[src/rtl/div_seq_radix2.sv]
// div_seq_radix2: multi-cycle unsigned restoring divider, one quotient bit per clock, valid/ready on both sides
module div_seq_radix2 #(
    parameter int DIVIDEND_W = 16,
    parameter int DIVISOR_W  = 8
) (
    input  logic                  clk,
    input  logic                  rst_n,
    input  logic                  in_valid,
    output logic                  in_ready,
    input  logic [DIVIDEND_W-1:0] dividend,
    input  logic [DIVISOR_W-1:0]  divisor,
    output logic                  out_valid,
    input  logic                  out_ready,
    output logic [DIVIDEND_W-1:0] quotient,
    output logic [DIVISOR_W-1:0]  remainder,
    output logic                  div_by_zero,
    output logic                  busy
);
    localparam int CW = $clog2(DIVIDEND_W);
    typedef enum logic [1:0] {IDLE, CALC, DONE} state_t;
    state_t state, state_next;
    // acc starts as the dividend and fills with quotient bits from the LSB as it shifts
    logic [DIVIDEND_W-1:0] acc;
    logic [DIVISOR_W-1:0]  dvs;
    // stored partial remainder is always < divisor, so DIVISOR_W bits suffice; the shifted value needs one more
    logic [DIVISOR_W-1:0]  pr;
    logic [DIVISOR_W:0]    pr_shift;
    logic [DIVISOR_W-1:0]  pr_step;
    logic [CW-1:0]         cnt;
    logic                  accept, fits, last;
    assign in_ready  = state == IDLE;
    assign out_valid = state == DONE;
    assign busy      = state != IDLE;
    assign accept    = in_valid && in_ready;
    assign last      = cnt == '0;
    assign pr_shift  = {pr, acc[DIVIDEND_W-1]};
    assign fits      = pr_shift >= {1'b0, dvs};
    // the true difference is < divisor, so the low bits of the modular subtraction are exact
    assign pr_step   = pr_shift[DIVISOR_W-1:0] - (fits ? dvs : '0);
    // state register
    always_ff @(posedge clk or negedge rst_n) begin
        if (!rst_n) state <= IDLE;
        else state <= state_next;
    end
    // next-state: zero divisor skips the iteration and goes straight to DONE
    always_comb begin
        state_next = state;
        case (state)
            IDLE: if (accept) state_next = divisor == '0 ? DONE : CALC;
            CALC: if (last) state_next = DONE;
            DONE: if (out_ready) state_next = IDLE;
            default: state_next = IDLE;
        endcase
    end
    // iteration datapath: latch operands on accept, then one restoring step per CALC cycle
    always_ff @(posedge clk or negedge rst_n) begin
        if (!rst_n) begin
            acc <= '0;
            dvs <= '0;
            pr  <= '0;
            cnt <= '0;
        end else if (accept) begin
            acc <= dividend;
            dvs <= divisor;
            pr  <= '0;
            cnt <= CW'(DIVIDEND_W - 1);
        end else if (state == CALC) begin
            acc <= {acc[DIVIDEND_W-2:0], fits};
            pr  <= pr_step;
            cnt <= cnt - CW'(1);
        end
    end
    // result registers change only on the transition into DONE, so they hold while backpressured
    always_ff @(posedge clk or negedge rst_n) begin
        if (!rst_n) begin
            quotient    <= '0;
            remainder   <= '0;
            div_by_zero <= 1'b0;
        end else if (accept && divisor == '0) begin
            quotient    <= '1;
            remainder   <= dividend[DIVISOR_W-1:0];
            div_by_zero <= 1'b1;
        end else if (state == CALC && last) begin
            quotient    <= {acc[DIVIDEND_W-2:0], fits};
            remainder   <= pr_step;
            div_by_zero <= 1'b0;
        end
    end
endmodule

[config.mk]
export PLATFORM = sky130hd
export DESIGN_NAME = div_seq_radix2
export DESIGN_NICKNAME = d
export VERILOG_FILES = /design/src/rtl/div_seq_radix2.sv
export SDC_FILE = /design/constraint.sdc
export NUM_CORES = 1
export LEC_CHECK = 0
export ABC_AREA = 1
export ABC_CLOCK_PERIOD_IN_PS = 4000
export BUFFER_PORTS_ARGS = -buffer_cell sky130_fd_sc_hd__buf_2
export CORE_AREA = 2 2 77 79
export CTS_CLUSTER_DIAMETER = 100
export DETAILED_ROUTE_END_ITERATION = 16
export DIE_AREA = 0 0 79 81
export GPL_ROUTABILITY_DRIVEN = 0
export GPL_TIMING_DRIVEN = 0
export PLACE_DENSITY_LB_ADDON = 0.05
export SLEW_MARGIN = 20
export SYNTH_ARGS = -nofsm -noshare
export SYNTH_HDL_FRONTEND = slang
export SYNTH_SLANG_ARGS = --single-unit
[constraint.sdc]
create_clock -name clk -period 4 [get_ports clk]
set_input_delay 0.2 -clock clk [delete_from_list [all_inputs] [get_ports clk]]
set_output_delay 0.2 -clock clk [all_outputs]
set_load 0.02 [all_outputs]
### After elaboration in Yosys (flattened, before gate mapping)

Cells that the tools add are included.

* register bits: 63
* latch bits: 0
* bits in writable memories: 0
* memory bits (read-only): 0
* output and inout bits: 28
* word-level logic and storage cells: 44
* memories kept: 0

* $add $sub $neg: 2
* multiply operators: 0
* divide/modulo/power cells: 0
* magnitude comparators: 1
* equality and inequality tests: 5
* shifts and indexed selects: 0
* multiplexer cells: 18
* bitwise operators: 0
* reduce and logical (&&, ||, !) cells: 10

Operator list (count)
* 16-bit 2-to-1 mux: 4
* 8-bit 2-to-1 mux: 5
* 9-bit by 8-bit >= comparator with 1-bit output: 1
* 8-bit zero test: 1
* 2-bit 2-to-1 mux: 4
* 4-bit 2-to-1 mux: 2
* 8-bit subtractor: 1
* 2-bit one-hot mux with 3 select lines: 1
* 2-bit nonzero test: 3
* 4-bit zero test: 1
* 2-bit by 1-bit != test with 1-bit output (second input constant): 2
* 4-bit by 1-bit subtractor with 4-bit output (second input constant): 1
* 1-bit logical AND: 3
* 3-bit AND reduction: 1
* 2-bit by 1-bit == test with 1-bit output (second input constant): 1
* 2-bit == test (second input constant): 1
* 2-bit zero test: 1
* 1-bit 2-to-1 mux: 2
* 2-bit != test (second input constant): 1

### Longest topological paths before layout

* word-level depth: 5
* mapped depth: 21

### Worst setup path before layout

No wires, ideal clock.

* path kind: register to register
* start point: register pr[3]
* end point: register pr[6]
* arrival time: 2.465 ns
* required time: 3.874 ns
* path slack: 1.408 ns
* cell stages (with the launch flop): 21
* path buffers: 0
* period minus slack after synthesis: 2.592 ns
* path through: dfrtp_1 -> ha_1 -> nand2_1 -> nor2_1 -> nand2_1 -> nand3_1 -> nand2_1 -> nand2_2 -> inv_1 -> nor2_1 -> ha_1 -> inv_1 -> fa_1 -> nand3_1 -> nand3_1 -> nand2_1 -> nand2_1 -> a21oi_1 -> nand2_1 -> nand3_1 -> o21ai_0

* word-level cells in the longest chain between the ends: 5

Ends and longest elaborated chain
* start: declaration: line 26 `logic [DIVISOR_W-1:0] pr;`
* start signal: assignment: line 69 `pr <= pr_step;`
* 9-bit by 8-bit >= comparator with 1-bit output: line 37 `assign fits = pr_shift >= {1'b0, dvs};`
* 8-bit 2-to-1 mux: line 39 `assign pr_step = pr_shift[DIVISOR_W-1:0] - (fits ? dvs : '0);`
* 8-bit subtractor (*): line 39
* 8-bit 2-to-1 mux (*): line 67 `end else if (state == CALC) begin`
* 8-bit 2-to-1 mux (*): line 62 `end else if (accept) begin`

Every way passes the cells marked *; elsewhere a longest branch is shown, timed or not. The select of a mux whose other input is x is not followed.
A chain may end at the register's enable or synchronous reset.

### Final worst setup path

Same ends and word-level chain as after synthesis.

==> results.ini <==
[setup_path]
reg2reg_depth=20
cp-end-kind=flip-flop
critPathRequiredTime_ps=4220
critical_path_class=reg -> reg
worstPathArrival_ps=3280
cp_max_fo=10
crit_path_start_kind=flip-flop

[detailed_routing]
dr.pass1.iters=4
drt_wl_total_um=7310
wl_per_cell_um=14.3
final_antenna_net_count=0
drt-vias-per-instance=5.26
vias=2683
drcViolationCount=0
drt_iter0_drc=159

[yosys]
ys_seq_elements=63
syn_nets=408
synth-edff-count=0
synth.distinct_cells=38
ys.flop_type=dfrtp_1
yosysTopAreaCellShare_pct=48.8
synth.area.top_cells=dfrtp_1 49%, nand2_1 9.8%, ha_1 6.6%, inv_1 5.8%, o221ai_1 4.1%
syn-cell-area_um2=3230
syn_area_per_cell_um2=8.92
async_flop_share_pct=100
syn_inst=362
synth.largest_area_cell=dfrtp_1
seq_area_frac_synth_pct=48.8
yosysWarnings=0

[die]
die-area_um2=6400
start_util_pct=56.9
die_w_um=79
rows=28
num_io_pins=56
dieHeight_um=81
coreArea_um2=5680

[timing]
timing.setup.tns_ps=0
timing.final.crit_share_pct=76.5
tightest_slew_ps=339
slew_viol_final=0
slew_headroom_pct=77.3
max_freq_mhz=327
rsz0062_at_grt=false
finalHoldViolCount=0
clock_skew_ps=7.08
setup_viol=0
post-route-min-period_ps=3060

[cells_and_area]
finish.net_count=476
syn_to_final_growth_pct=19.1
layout_common_cells=84 x nand2_1, 63 x dfrtp_1, 61 x buf_2
mostFrequentLayoutCell=nand2_1
n_fill_cell=492
drive_above_1_share_pct=25.3
antenna_cells=0

[power]
power_leakage_nw=1.92
total_power_mw=3.54
peakVddDrop_mv=0.532
p_per_area_nw_per_um2=921

[worst_hold_path]
holdPathStages=3
holdCritPathClass=in -> reg

[clock_network]
cts_tree=yes
path_clk_slew_ps=70
cts.path.max_buffers=2
clock_latency_ps=330
cts_buffers=9
cts_max_level=3
cts-resized-gates=0
root_buffer=clkbuf_8
numClockSinks=63

[grt]
grt_first_pass_wirelength_um=12100
grt_use_total_pct=25.0
grt_antenna_before_repair=0
overflow=0
grt_pass1_vias=2600
grt_start_max_net_pins=48

[run]
max_cap_violations=0

[outcome]
status=finished, final reports clean

[placement]
place_hpwl_um=5430
port_buffers=55

[what timing repair did]
| action | 4_1_cts | 5_1_grt |
|---|---|---|
| setup buffers | 0 | 0 |
| endpoints found under the hold margin | 16 | 0 |
| hold buffers | 1 | 0 |
| endpoints found under the setup margin | 0 | 0 |
[through the flow]
| step | setup WS (ps) | hold WS, ps | instances | util (%) | cell area, µm² |
|---|---|---|---|---|---|
| 2_1_floorplan | 1410 | -95.6 | 362 | - | 3230 |
| 3_3_place_gp | 1090 | 414 | 492 | 63.4 | 3600 |
| 3_5_place_dp | 986 | 85.2 | 493 | 63.9 | 3630 |
| 4_1_cts | 962 | 60.9 | 510 | 67.8 | 3850 |
| 5_1_grt | 616 | 87.4 | 510 | 67.8 | 3850 |
| 6_report | 941 | 72.0 | 510 | 67.8 | 3850 |
[path summary, 6_finish.rpt]
path | end | slack, ps | from
worst max-delay path | pr[6]$_DFFE_PN0P_ | 940 | pr[3]$_DFFE_PN0P_
worst min-delay path | acc[11]$_DFFE_PN0P_ | 70 | dividend[11]
worst max register to register | pr[6]$_DFFE_PN0P_ | 940 | pr[3]$_DFFE_PN0P_
worst min register to register | div_by_zero$_DFFE_PN0P_ | 490 | div_by_zero$_DFFE_PN0P_
max in group asynchronous | dvs[3]$_DFFE_PN0P_ | 3230 | rst_n
min in group asynchronous | quotient[12]$_DFFE_PN0P_ | 260 | rst_n
[cells by family after synthesis]
logic type / after synthesis / share of synthesized area, %
compound gates: 70 / 15.2
xor+xnor: 2 / 0.543
fa+ha+maj: 18 / 7.21
buf+inv: 67 / 8.87
flops: 63 / 48.8
simple gates: 142 / 19.3
[final cells by class]
cell class                      count  area (µm²)  share of cell area [%]
Inverter                           55         206                    5.37
Timing Repair Buffer               57         315                    8.20
Buffer                             12        80.1                    2.08
Multi-Input combinational cell    232        1370                    35.5
Sequential cell                    63        1580                    41.0
Tap cell                           75        93.8                    2.44
Clock inverter                      5        56.3                    1.46
Clock buffer                       11         151                    3.94
[where the power goes]
group | internal (mW) | leakage [nW] | switching [mW] | total (mW)
Combinational | 0.713 | 1.11 | 1.15 | 1.86
Clock | 0.321 | 0.105 | 0.249 | 0.569
Sequential | 0.940 | 0.711 | 0.169 | 1.11
Total | 1.97 | 1.92 | 1.57 | 3.54
[critical path: stages (launching register included)]
cell and delay, ps:
dfrtp_1 420, ha_1 310, nand2_1 70, nor2_1 100, nand2_1 60, nand3_1 110
nand2_1 100, nand2_2 180, inv_1 130, nor2_1 150, ha_1 170, inv_1 50
fa_1 400, nand3_1 90, nand3_1 80, nand2_1 90, nand2_1 50, a21oi_1 160
nand2_1 90, nand3_1 80, o21ai_0 70
[layer usage]
layer  vias up  global-route usage, %  part of all wire, %
li1       1324                      -                    -
met1      1290                   32.2                   45
met2        61                   42.0                   50
met3         8                   3.22                  4.2
met4         0                   12.1                  1.3
met5         -                      0                    0
[cells in the mapped netlist, types with 2 or more instances]
cell type  count
nand2_1       84
dfrtp_1       63
inv_1         50
nor2_1        27
ha_1          17
o221ai_1      15
nand3_1       14
o21ai_0       14
a21oi_1       13
a21oi_2       11
buf_2          7
inv_2          5
o211ai_1       5
buf_6          3
o21ai_1        3
a22o_1         2
a22oi_1        2
nand2_4        2
nand3b_1       2
nor2_2         2
nor2_4         2
or2_1          2
or2_2          2
[sequential cells by signal, summed over array words and instances, names as in the netlist]
signal	count
acc	16
quotient	16
dvs	8
pr	8
remainder	8
cnt	4
state	2
div_by_zero	1
Power figures use the tool's default switching activity.
